## src/rtl/fetch_queue_pkg.sv

```systemverilog
// -----------------------------------------------------------------------------
// fetch_queue_pkg
// Shared definitions for the instruction-fetch front end:
//   - default geometry (address width, queue depth, reset pc, pc step)
//   - FSM state encoding for fetch_queue
//   - NOP encoding for squashed instruction slots
//   - fq_credit_ok(): the issue/credit rule shared by the fetch logic
// No ports (package).
// -----------------------------------------------------------------------------
package fetch_queue_pkg;

  localparam int                   FQ_ADDR_W   = 12;
  localparam int                   FQ_DEPTH    = 4;
  localparam logic [FQ_ADDR_W-1:0] FQ_RESET_PC = 12'h000;
  localparam int                   FQ_PC_STEP  = 4;

  // RISC-V style "addi x0, x0, 0" used wherever a slot has to be squashed.
  localparam logic [31:0]          FQ_NOP_INST = 32'h0000_0013;

  typedef enum logic [1:0] {
    FQ_BOOT  = 2'd0,
    FQ_RUN   = 2'd1,
    FQ_FLUSH = 2'd2
  } fq_state_e;

  // A new fetch may be issued when queued entries plus the outstanding
  // response leave a free slot, or when the queue is exactly committed but
  // decode frees a slot in the same cycle.
  function automatic logic fq_credit_ok(input int used, input int depth, input logic pop);
    return (used < depth) || ((used == depth) && pop);
  endfunction

endpackage

```

## src/rtl/fetch_queue_fifo.sv

```systemverilog
// -----------------------------------------------------------------------------
// fq_fifo
// Generic synchronous FIFO used to hold {pc, inst} pairs between the ROM and
// decode. Clear has priority over push and pop. Push into a full FIFO and pop
// from an empty FIFO are ignored.
// Ports:
//   clk, rst     clock, synchronous active-high reset
//   clear        drop all entries at the edge
//   push         write push_data at the tail
//   pop          remove the head entry
//   push_data    WIDTH-bit entry to write
//   head_data    WIDTH-bit head entry (registered storage)
//   count        number of occupied entries
//   empty        count == 0
// -----------------------------------------------------------------------------
module fq_fifo
  import fetch_queue_pkg::*;
#(
  parameter int WIDTH = FQ_ADDR_W + 32,
  parameter int DEPTH = FQ_DEPTH
) (
  input  logic                     clk,
  input  logic                     rst,
  input  logic                     clear,
  input  logic                     push,
  input  logic                     pop,
  input  logic [WIDTH-1:0]         push_data,
  output logic [WIDTH-1:0]         head_data,
  output logic [$clog2(DEPTH):0]   count,
  output logic                     empty
);

  localparam int PTR_W = $clog2(DEPTH);
  localparam int CNT_W = PTR_W + 1;

  logic [WIDTH-1:0] mem_q [DEPTH];
  logic [WIDTH-1:0] mem_d [DEPTH];
  logic [PTR_W-1:0] wr_ptr_q, wr_ptr_d;
  logic [PTR_W-1:0] rd_ptr_q, rd_ptr_d;
  logic [CNT_W-1:0] count_q, count_d;
  logic             do_push_s;
  logic             do_pop_s;

  // Next-state computation for storage, pointers and occupancy.
  always_comb begin
    mem_d     = mem_q;
    wr_ptr_d  = wr_ptr_q;
    rd_ptr_d  = rd_ptr_q;
    count_d   = count_q;
    do_push_s = push && (count_q != CNT_W'(DEPTH));
    do_pop_s  = pop && (count_q != {CNT_W{1'b0}});
    if (clear) begin
      wr_ptr_d = {PTR_W{1'b0}};
      rd_ptr_d = {PTR_W{1'b0}};
      count_d  = {CNT_W{1'b0}};
    end else begin
      if (do_push_s) begin
        mem_d[wr_ptr_q] = push_data;
        wr_ptr_d        = wr_ptr_q + PTR_W'(1);
      end else begin
        wr_ptr_d = wr_ptr_q;
      end
      if (do_pop_s) begin
        rd_ptr_d = rd_ptr_q + PTR_W'(1);
      end else begin
        rd_ptr_d = rd_ptr_q;
      end
      case ({do_push_s, do_pop_s})
        2'b10:   count_d = count_q + CNT_W'(1);
        2'b01:   count_d = count_q - CNT_W'(1);
        default: count_d = count_q;
      endcase
    end
  end

  // State registers with synchronous reset.
  always_ff @(posedge clk) begin
    if (rst) begin
      for (int i = 0; i < DEPTH; i++) begin
        mem_q[i] <= {WIDTH{1'b0}};
      end
      wr_ptr_q <= {PTR_W{1'b0}};
      rd_ptr_q <= {PTR_W{1'b0}};
      count_q  <= {CNT_W{1'b0}};
    end else begin
      mem_q    <= mem_d;
      wr_ptr_q <= wr_ptr_d;
      rd_ptr_q <= rd_ptr_d;
      count_q  <= count_d;
    end
  end

  assign head_data = mem_q[rd_ptr_q];
  assign count     = count_q;
  assign empty     = (count_q == {CNT_W{1'b0}});

endmodule

```

## src/rtl/fetch_queue.sv

```systemverilog
// -----------------------------------------------------------------------------
// fetch_queue
// Instruction-fetch front end between the instruction ROM (1-cycle read
// latency) and decode. Issues sequential fetch addresses, buffers returned
// {pc, inst} pairs in a DEPTH-entry FIFO and hands them to decode with a
// valid/ready handshake. A branch redirect discards everything queued or in
// flight and restarts fetching at branch_pc.
//
// Build option: FETCH_BYPASS_EN
//   defined   - with an empty queue in RUN, a returning ROM word is handed to a
//               ready decode stage combinationally (latency N+1), not queued.
//   undefined - every instruction goes through the FIFO (latency N+2), no
//               combinational ROM-to-decode path.
//
// Ports:
//   clk, rst               clock, synchronous active-high reset
//   rom_ce, rom_addr       ROM read request (rom_addr is the fetch pc)
//   rom_inst               ROM data, valid the cycle after rom_ce
//   branch, branch_pc      redirect request and target from EX
//   id_ready               decode accepts the head entry
//   id_valid, id_pc,       head entry presented to decode
//   id_inst                (id_inst is 0 while id_valid is 0)
//   q_count                occupied FIFO entries
// -----------------------------------------------------------------------------
module fetch_queue
  import fetch_queue_pkg::*;
#(
  parameter int                ADDR_W   = FQ_ADDR_W,
  parameter int                DEPTH    = FQ_DEPTH,
  parameter logic [ADDR_W-1:0] RESET_PC = ADDR_W'(FQ_RESET_PC),
  parameter int                PC_STEP  = FQ_PC_STEP
) (
  input  logic                   clk,
  input  logic                   rst,
  output logic                   rom_ce,
  output logic [ADDR_W-1:0]      rom_addr,
  input  logic [31:0]            rom_inst,
  input  logic                   branch,
  input  logic [ADDR_W-1:0]      branch_pc,
  input  logic                   id_ready,
  output logic                   id_valid,
  output logic [ADDR_W-1:0]      id_pc,
  output logic [31:0]            id_inst,
  output logic [$clog2(DEPTH):0] q_count
);

  localparam int CNT_W = $clog2(DEPTH) + 1;
  localparam int ENT_W = ADDR_W + 32;

  fq_state_e         state_q, state_d;
  logic [ADDR_W-1:0] fetch_pc_q, fetch_pc_d;
  logic              inflight_q, inflight_d;
  logic [ADDR_W-1:0] issued_pc_q, issued_pc_d;

  logic [CNT_W-1:0]  fifo_count_s;
  logic [ENT_W-1:0]  fifo_head_s;
  logic              fifo_empty_s;
  logic [CNT_W:0]    used_s;
  logic              running_s;
  logic              pop_s;
  logic              rom_ce_s;
  logic              resp_s;
  logic              bypass_s;
  logic              push_s;
  logic              clear_s;

  fq_fifo #(
    .WIDTH (ENT_W),
    .DEPTH (DEPTH)
  ) u_fifo (
    .clk       (clk),
    .rst       (rst),
    .clear     (clear_s),
    .push      (push_s),
    .pop       (pop_s),
    .push_data ({issued_pc_q, rom_inst}),
    .head_data (fifo_head_s),
    .count     (fifo_count_s),
    .empty     (fifo_empty_s)
  );

  // Credit check, response routing and optional decode bypass.
  always_comb begin
    used_s    = {1'b0, fifo_count_s} + {{CNT_W{1'b0}}, inflight_q};
    running_s = (state_q == FQ_RUN) || (state_q == FQ_FLUSH);
    // A pop still counts as accepted when a branch clears the queue in the
    // same cycle; EX squashes that instruction.
    pop_s     = ~fifo_empty_s & id_ready;
    if (running_s) begin
      rom_ce_s = fq_credit_ok(int'(used_s), DEPTH, pop_s);
    end else begin
      rom_ce_s = 1'b0;
    end
    // The word returning during FLUSH belongs to the old stream and is dropped.
    resp_s = inflight_q & (state_q == FQ_RUN);
`ifdef FETCH_BYPASS_EN
    bypass_s = fifo_empty_s & resp_s & id_ready;
`else
    bypass_s = 1'b0;
`endif
    push_s  = resp_s & ~bypass_s & ~branch;
    clear_s = branch & (state_q != FQ_BOOT);
  end

  // Decode-side view of the head entry (or the bypassed ROM word).
  always_comb begin
`ifdef FETCH_BYPASS_EN
    if (bypass_s) begin
      id_valid = 1'b1;
      id_pc    = issued_pc_q;
      id_inst  = rom_inst;
    end else if (!fifo_empty_s) begin
      id_valid = 1'b1;
      id_pc    = fifo_head_s[ENT_W-1 -: ADDR_W];
      id_inst  = fifo_head_s[31:0];
    end else begin
      id_valid = 1'b0;
      id_pc    = {ADDR_W{1'b0}};
      id_inst  = 32'h0000_0000;
    end
`else
    if (!fifo_empty_s) begin
      id_valid = 1'b1;
      id_pc    = fifo_head_s[ENT_W-1 -: ADDR_W];
      id_inst  = fifo_head_s[31:0];
    end else begin
      id_valid = 1'b0;
      id_pc    = {ADDR_W{1'b0}};
      id_inst  = 32'h0000_0000;
    end
`endif
  end

  // FSM next state, fetch pc advance and in-flight tracking.
  always_comb begin
    state_d     = state_q;
    fetch_pc_d  = fetch_pc_q;
    inflight_d  = inflight_q;
    issued_pc_d = issued_pc_q;
    case (state_q)
      FQ_BOOT: begin
        // One idle cycle; a redirect here only retargets the first fetch.
        state_d    = FQ_RUN;
        inflight_d = 1'b0;
        if (branch) begin
          fetch_pc_d = branch_pc;
        end else begin
          fetch_pc_d = fetch_pc_q;
        end
      end
      FQ_RUN, FQ_FLUSH: begin
        inflight_d = rom_ce_s;
        if (rom_ce_s) begin
          issued_pc_d = fetch_pc_q;
        end else begin
          issued_pc_d = issued_pc_q;
        end
        if (branch) begin
          state_d    = FQ_FLUSH;
          fetch_pc_d = branch_pc;
        end else if (rom_ce_s) begin
          state_d    = FQ_RUN;
          fetch_pc_d = fetch_pc_q + ADDR_W'(PC_STEP);
        end else begin
          state_d    = FQ_RUN;
          fetch_pc_d = fetch_pc_q;
        end
      end
      default: begin
        state_d     = FQ_BOOT;
        fetch_pc_d  = RESET_PC;
        inflight_d  = 1'b0;
        issued_pc_d = {ADDR_W{1'b0}};
      end
    endcase
  end

  // Control registers with synchronous reset.
  always_ff @(posedge clk) begin
    if (rst) begin
      state_q     <= FQ_BOOT;
      fetch_pc_q  <= RESET_PC;
      inflight_q  <= 1'b0;
      issued_pc_q <= {ADDR_W{1'b0}};
    end else begin
      state_q     <= state_d;
      fetch_pc_q  <= fetch_pc_d;
      inflight_q  <= inflight_d;
      issued_pc_q <= issued_pc_d;
    end
  end

  assign rom_ce   = rom_ce_s;
  assign rom_addr = fetch_pc_q;
  assign q_count  = fifo_count_s;

endmodule

```

## config.mk

```make
export PLATFORM = sky130hd
export DESIGN_NAME = fetch_queue
export DESIGN_NICKNAME = d
export VERILOG_FILES = /design/src/rtl/fetch_queue_pkg.sv /design/src/rtl/fetch_queue_fifo.sv /design/src/rtl/fetch_queue.sv
export SDC_FILE = /design/constraint.sdc
export NUM_CORES = 1
export LEC_CHECK = 0
export BUFFER_PORTS_ARGS = -buffer_cell sky130_fd_sc_hd__buf_2
export CAP_MARGIN = 5
export CORE_UTILIZATION = 55
export DETAILED_ROUTE_END_ITERATION = 16
export PLACE_DENSITY = 0.8
export SYNTH_ARGS = -nofsm -noshare
export SYNTH_HDL_FRONTEND = slang
export SYNTH_SLANG_ARGS = --single-unit
```

## constraint.sdc

```tcl
create_clock -name clk -period 3 [get_ports clk]
set_input_delay 0.45 -clock clk [delete_from_list [all_inputs] [get_ports clk]]
set_output_delay 0.45 -clock clk [all_outputs]
set_load 0.02 [all_outputs]
```

==> impl_metrics.py, run 1 <==
metrics = {
    "critical_path": {
        "r2r_slack_ps": 350,
        "rr_endpoint": "u_fifo.count[2]",
        "reg2regPathDepth": 9,
        "criticalPathCategory": "reg2out",
        "critPathRequiredTime_ps": 2550,
        "cpMaxStageDelayCell": "dfxtp_4",
        "crit_family": "flip-flops",
        "worstSetupStartpointType": "flip-flop",
        "crit_cells": 4,
        "cp_data_arrival_time_ps": 2230,
        "critical-path-max-stage-delay_ps": 530,
        "rr_startpoint": "u_fifo.count[2]",
        "crit_path_max_fanout": 14,
        "end_kind": "output pin",
        "path_buf_inv": 2,
        "path_cells": "buf_4 > mux4_2 > and2_1 > buf_2",
    },
    "placed_design": {
        "portBuffers": 108,
        "gp_congestion": 0.840,
        "place_hpwl_um": 12900,
    },
    "clock_network": {
        "clkSlewWorstSetupHoldPaths_ps": 60,
        "clock_latency_ps": 510,
        "cts_tree": "done",
        "h-tree-depth": 1,
        "cts_hold_buf": 0,
        "clock-sinks": 210,
        "post_cts_resized": 0,
        "cts_root_buf": "clkbuf_16",
        "postCtsSetupBuffers": 0,
        "cts_buffer_depth": 3,
        "cts-buffers-inserted": 23,
    },
    "drt": {
        "drc_errors": 0,
        "routed_via_density": 5.65,
        "wl_per_cell_um": 16.1,
        "drt_iter0_drc": 605,
        "vias": 7699,
        "wirelength_um": 21900,
        "detail-route-antenna-nets": 0,
        "dr.pass1.iters": 5,
    },
    "sta": {
        "rsz0062_at_grt": "false",
        "slew-limit-headroom_pct": 34.5,
        "min_period_ps": 2680,
        "whs_ps": 202,
        "tightest_slew_ps": 983,
        "setup_violations": 0,
        "finalSetupTns_ps": 0,
        "maxSlewViolCount": 0,
        "finClkSkew_ps": 31.6,
        "min_period_over_period_pct": 89.5,
        "hold_viol_final": 0,
        "timing.fmax_mhz": 373,
    },
    "global_route": {
        "grt-ovfl-total": 0,
        "track_usage_pct": 25.1,
        "grt_antenna_before_repair": 0,
        "grt_max_degree": 100,
        "grt_pass1_vias": 7502,
        "grt_pass1_wl_um": 36000,
    },
    "logic_synthesis": {
        "synthArstFlopShare_pct": 0,
        "seq_area_frac_synth_pct": 45.4,
        "syn-cell-area_um2": 9250,
        "ys_ff_latch": 210,
        "postSynthCellCount": 1059,
        "yosys_warnings": 0,
        "syn_area_per_cell_um2": 8.74,
        "synth_nets": 1119,
        "synth_edf_count": 0,
        "synth_cell_types": 48,
        "synth-main-ff-cell": "dfxtp_1",
    },
    "finish": {
        "fillers": 1357,
        "final_core_util_pct": 64.0,
        "final_nets": 1187,
        "drive_gt1_share_pct": 19.0,
        "syn_to_final_growth_pct": 14.4,
        "n_antenna_cell": 0,
    },
    "hold_path": {
        "hp-start": "branch_pc[1]",
        "worst_hold_path.num_cells": 3,
        "hp-class": "in2reg",
        "holdPathEnd": "rom_addr[1]",
    },
    "power": {
        "power.density_nw_per_um2": 581,
        "leakage_nw": 3.79,
        "total_power_mw": 6.14,
        "ir_drop_v": 0.000425,
    },
    "floorplan": {
        "die_w_um": 132,
        "start_util_pct": 56.0,
        "core_um2": 16500,
        "fp-row-count": 47,
        "io_pins": 109,
        "die_height_um": 132,
        "die-area_um2": 17300,
    },
    "flow_run": {
        "cap_violations": 0,
    },
    "run_status": {
        "status": "complete, no violations",
    },
}
==> per-stage QoR <==
| step | instances | setup WS, ps | area [µm²] |
|---|---|---|---|
| 2_1_floorplan | 1059 | 500 | 9250 |
| 3_3_place_gp | 1322 | 509 | 9800 |
| 3_5_place_dp | 1322 | 382 | 9800 |
| 4_1_cts | 1363 | 304 | 10600 |
| 5_1_grt | 1363 | 199 | 10600 |
| 6_report | 1363 | 316 | 10600 |
==> power breakdown <==
part / switching [mW] / internal (mW)
combinational: 0.250 / 0.141
sequential: 0.0525 / 2.83
clock: 1.08 / 1.79
==> sequential cells by signal, indices dropped and copies added (netlist names) <==
register and count:
u_fifo.mem_q 176, issued_pc_q 12, rom_addr 12, u_fifo.count 3
state_q 2, u_fifo.rd_ptr_q 2, u_fifo.wr_ptr_q 2, inflight_q 1
==> Yosys cell counts, drive strengths merged, types with 2 or more instances <==
cell / n / share of area (%)
nor2: 10 / 0.41
o311a: 3 / 0.32
or3b: 2 / 0.19
and3: 4 / 0.27
inv: 13 / 0.53
buf: 47 / 3.7
a21o: 2 / 0.16
nand2: 361 / 15
and2: 45 / 3.0
nand4: 6 / 0.41
xnor2: 4 / 0.38
a32oi: 2 / 0.19
o2bb2ai: 3 / 0.28
or3: 2 / 0.14
a22o: 17 / 1.6
clkbuf: 33 / 1.3
or4: 4 / 0.32
o211ai: 3 / 0.24
dfxtp: 210 / 45
ha: 11 / 1.5
a22oi: 2 / 0.16
o31ai: 2 / 0.27
nor2b: 3 / 0.20
xor2: 5 / 0.47
o21ai: 4 / 0.22
a21oi: 185 / 10
nand3: 15 / 1.0
mux4: 44 / 11
==> worst register-to-register path, delay by kind of cell (launching register included) <==
| family | cells | cell delay [ps] |
|---|---|---|
| flops | 1 | 460 |
| simple gates | 3 | 1080 |
| buf+inv | 2 | 140 |
| compound gates | 1 | 160 |
| xor+xnor | 1 | 160 |
| fa+ha+maj | 2 | 570 |
==> layout by cell type (no fill, tap or decap), types with 2 or more instances in the layout <==
master,instances
a21o_1,2
dfxtp_1,208
bufinv_16,3
clkinv_2,5
buf_4,10
a22oi_1,2
buf_2,107
nand3_1,11
clkbuf_1,4
a22o_1,17
clkbuf_8,5
inv_1,13
nand4_1,6
o31ai_2,2
clkbuf_16,23
xnor2_1,4
a21oi_1,184
o2bb2ai_1,3
ha_1,11
buf_12,6
or3_1,2
o311a_1,3
and3_1,4
nand2_1,361
a32oi_1,2
o21ai_0,4
xor2_1,5
and2_1,45
or4_1,4
nor2b_1,3
nor2_1,10
o211ai_1,3
mux4_2,44
or3b_1,2
nand3_2,4
==> layout make-up <==
type | count | area (µm²) | share of cell area, %
clock buffers | 32 | 659 | 6.23
inverters | 13 | 48.8 | 0.461
flip-flops and latches | 210 | 4210 | 39.8
multi-input cells | 756 | 4530 | 42.9
repair buffers | 123 | 731 | 6.91
clock inverters | 9 | 124 | 1.17
well taps | 220 | 275 | 2.60
==> cell families (layout without fill, tap and decap cells) <==
family | after synthesis | count (layout) | synth area share [%]
AO/OA/AOI/OAI | 232 | 232 | 14.5
XOR/XNOR | 9 | 9 | 0.852
adder cells (fa/ha/maj) | 12 | 12 | 1.70
buffers and inverters | 93 | 177 | 5.56
flip-flops | 210 | 210 | 45.4
multiplexers | 45 | 45 | 10.8
AND/OR/NAND/NOR | 458 | 458 | 21.2
==> metal layers <==
layer | share of wire [%] | wire [µm] | track usage (%) | vias up
met5 | 0 | 0 | 0 | -
li1 | - | - | - | 3735
met2 | 50 | 11100 | 44.1 | 276
met3 | 6.6 | 1450 | 3.59 | 35
met1 | 41 | 9090 | 32.1 | 3653
met4 | 1.5 | 338 | 7.17 | 0
==> how the worst max path moves through the flow <==
stage	start	slack, ps	endpoint
final	u_fifo.rd_ptr_q[0]	320	id_inst[22]
after CTS	u_fifo.rd_ptr_q[0]	300	id_inst[17]
after global routing	u_fifo.count[2]	200	u_fifo.count[2]
after floorplan	u_fifo.count[2]	500	u_fifo.count[2]
after detailed placement	u_fifo.count[2]	380	u_fifo.count[2]
after global placement	branch	510	u_fifo.count[2]
No activity file was read; power rests on OpenSTA's default activity.
==> inputs of run 2 (changes only) <==
==> constraint.sdc (replaced) <==
create_clock -name clk -period 3 [get_ports clk]
set_input_delay 0.45 -clock clk [delete_from_list [all_inputs] [get_ports clk]]
set_output_delay 0.45 -clock clk [all_outputs]
set_load 0.01 [all_outputs]
==> run 2 against run 1 <==
Routed wire length up 0.91%. Sequential cell count unchanged. Final area down 1.2%. Largest power group unchanged.
==> impl_metrics.py, run 2 (synthesized netlist as in run 1, its figures left out) <==
metrics = {
    "placed_design": {
        "preCtsSetupSlack_ps": 408,
        "gp_congestion": 0.839,
        "place_hpwl_um": 12700,
        "post_dp_cell_area_um2": 9780,
        "placed_cells": 1321,
        "portBuffers": 108,
    },
    "clock_network": {
        "clock_latency_ps": 490,
        "cts_hold_buf": 0,
        "post_cts_resized": 0,
        "cts_buffer_depth": 3,
        "clock-sinks": 210,
        "cts_tree": "done",
        "clkSlewWorstSetupHoldPaths_ps": 60,
        "postCtsSetupBuffers": 0,
        "h-tree-depth": 1,
        "cts-buffers-inserted": 22,
        "cts_root_buf": "clkbuf_16",
    },
    "drt": {
        "wl_per_cell_um": 16.3,
        "drt_iter0_drc": 626,
        "vias": 7700,
        "drc_errors": 0,
        "detail-route-antenna-nets": 0,
        "routed_via_density": 5.66,
        "dr.pass1.iters": 5,
        "wirelength_um": 22100,
    },
    "finish": {
        "mostFrequentLayoutCell": "nand2_1",
        "layout_common_cells": "361 x nand2_1, 208 x dfxtp_1, 184 x a21oi_1",
        "n_antenna_cell": 0,
        "final_cells": 1360,
        "syn_to_final_growth_pct": 12.9,
        "final_area_um2": 10500,
        "final_nets": 1185,
        "largest_register_ffs": 176,
        "final_core_util_pct": 63.2,
        "drive_gt1_share_pct": 18.4,
        "top_register": "u_fifo.mem_q",
    },
    "sta": {
        "hold_viol_final": 0,
        "finalSetupTns_ps": 0,
        "rsz0062_at_grt": "false",
        "tightest_slew_ps": 954,
        "maxSlewViolCount": 0,
        "timing.fmax_mhz": 377,
        "finClkSkew_ps": 12.9,
        "min_period_ps": 2650,
        "slew-limit-headroom_pct": 36.4,
        "setup_violations": 0,
        "min_period_over_period_pct": 88.4,
        "whs_ps": 220,
        "fin_ws_ps": 349,
    },
    "global_route": {
        "track_usage_pct": 25.5,
        "grt_pass1_wl_um": 36100,
        "grt_pass1_vias": 7257,
        "grt-ovfl-total": 0,
        "grt_max_degree": 107,
        "grt_antenna_before_repair": 0,
    },
    "critical_path": {
        "crit_family": "flip-flops",
        "cp_data_arrival_time_ps": 2200,
        "critPathRequiredTime_ps": 2550,
        "crit_path_max_fanout": 14,
        "critical-path-max-stage-delay_ps": 530,
        "end_kind": "output pin",
        "worstSetupStartpointType": "flip-flop",
        "cpMaxStageDelayCell": "dfxtp_4",
        "path_buf_inv": 2,
        "criticalPathCategory": "reg2out",
        "path_cells": "buf_4 > mux4_2 > and2_1 > buf_2",
    },
    "flow_run": {
        "cap_violations": 0,
    },
    "floorplan": {
        "io_pins": 109,
        "die_w_um": 132,
        "die-area_um2": 17300,
        "core_um2": 16500,
        "start_util_pct": 56.0,
        "fp-row-count": 47,
        "die_height_um": 132,
    },
    "power": {
        "ir_drop_v": 0.000424,
        "power.density_nw_per_um2": 554,
        "total_power_mw": 5.79,
        "leakage_nw": 3.73,
    },
    "run_status": {
        "status": "complete, no violations",
    },
    "hold_path": {
        "hp-class": "in2reg",
    },
}
[run 2: layout make-up]
cell class,count,area (µm²)
Sequential cell,210,4210
Tap cell,220,275
Timing Repair Buffer,122,711
Clock buffer,34,647
Multi-Input combinational cell,756,4530
Inverter,13,48.8
Clock inverter,5,25.0
Fill cell,1397,6070
[run 2: worst register-to-register path, cell delays in order, from the launching register on]
cell	delay [ps]
dfxtp_1	460
or3b_1	530
and2_1	250
inv_1	70
ha_1	180
inv_1	70
fa_1	370
xor2_1	170
or3_1	310
a21oi_1	150
[run 2: worst paths after layout]
path	to	slack, ps	from	depth (start not counted)
worst max-delay path	id_inst[23]	350	u_fifo.rd_ptr_q[0]	4
worst min-delay path	rom_addr[0]	220	branch_pc[0]	3
worst max register to register	u_fifo.count[2]	380	u_fifo.count[2]	9
worst min register to register	u_fifo.mem_q[81]	450	u_fifo.mem_q[81]	2
[run 2: routing by layer]
metal | up-vias | global-route usage [%] | wire [µm]
met5 | - | 0 | 0
met4 | 0 | 6.78 | 349
met3 | 34 | 3.63 | 1420
met2 | 275 | 44.0 | 11000
met1 | 3642 | 33.4 | 9360
li1 | 3749 | - | -
[run 2: where the power goes]
part	leakage (nW)	internal [mW]	switching, mW
registers	1.70	2.83	0.0538
clock network	0.334	1.48	1.06
logic	1.70	0.140	0.234
total	3.73	4.45	1.35
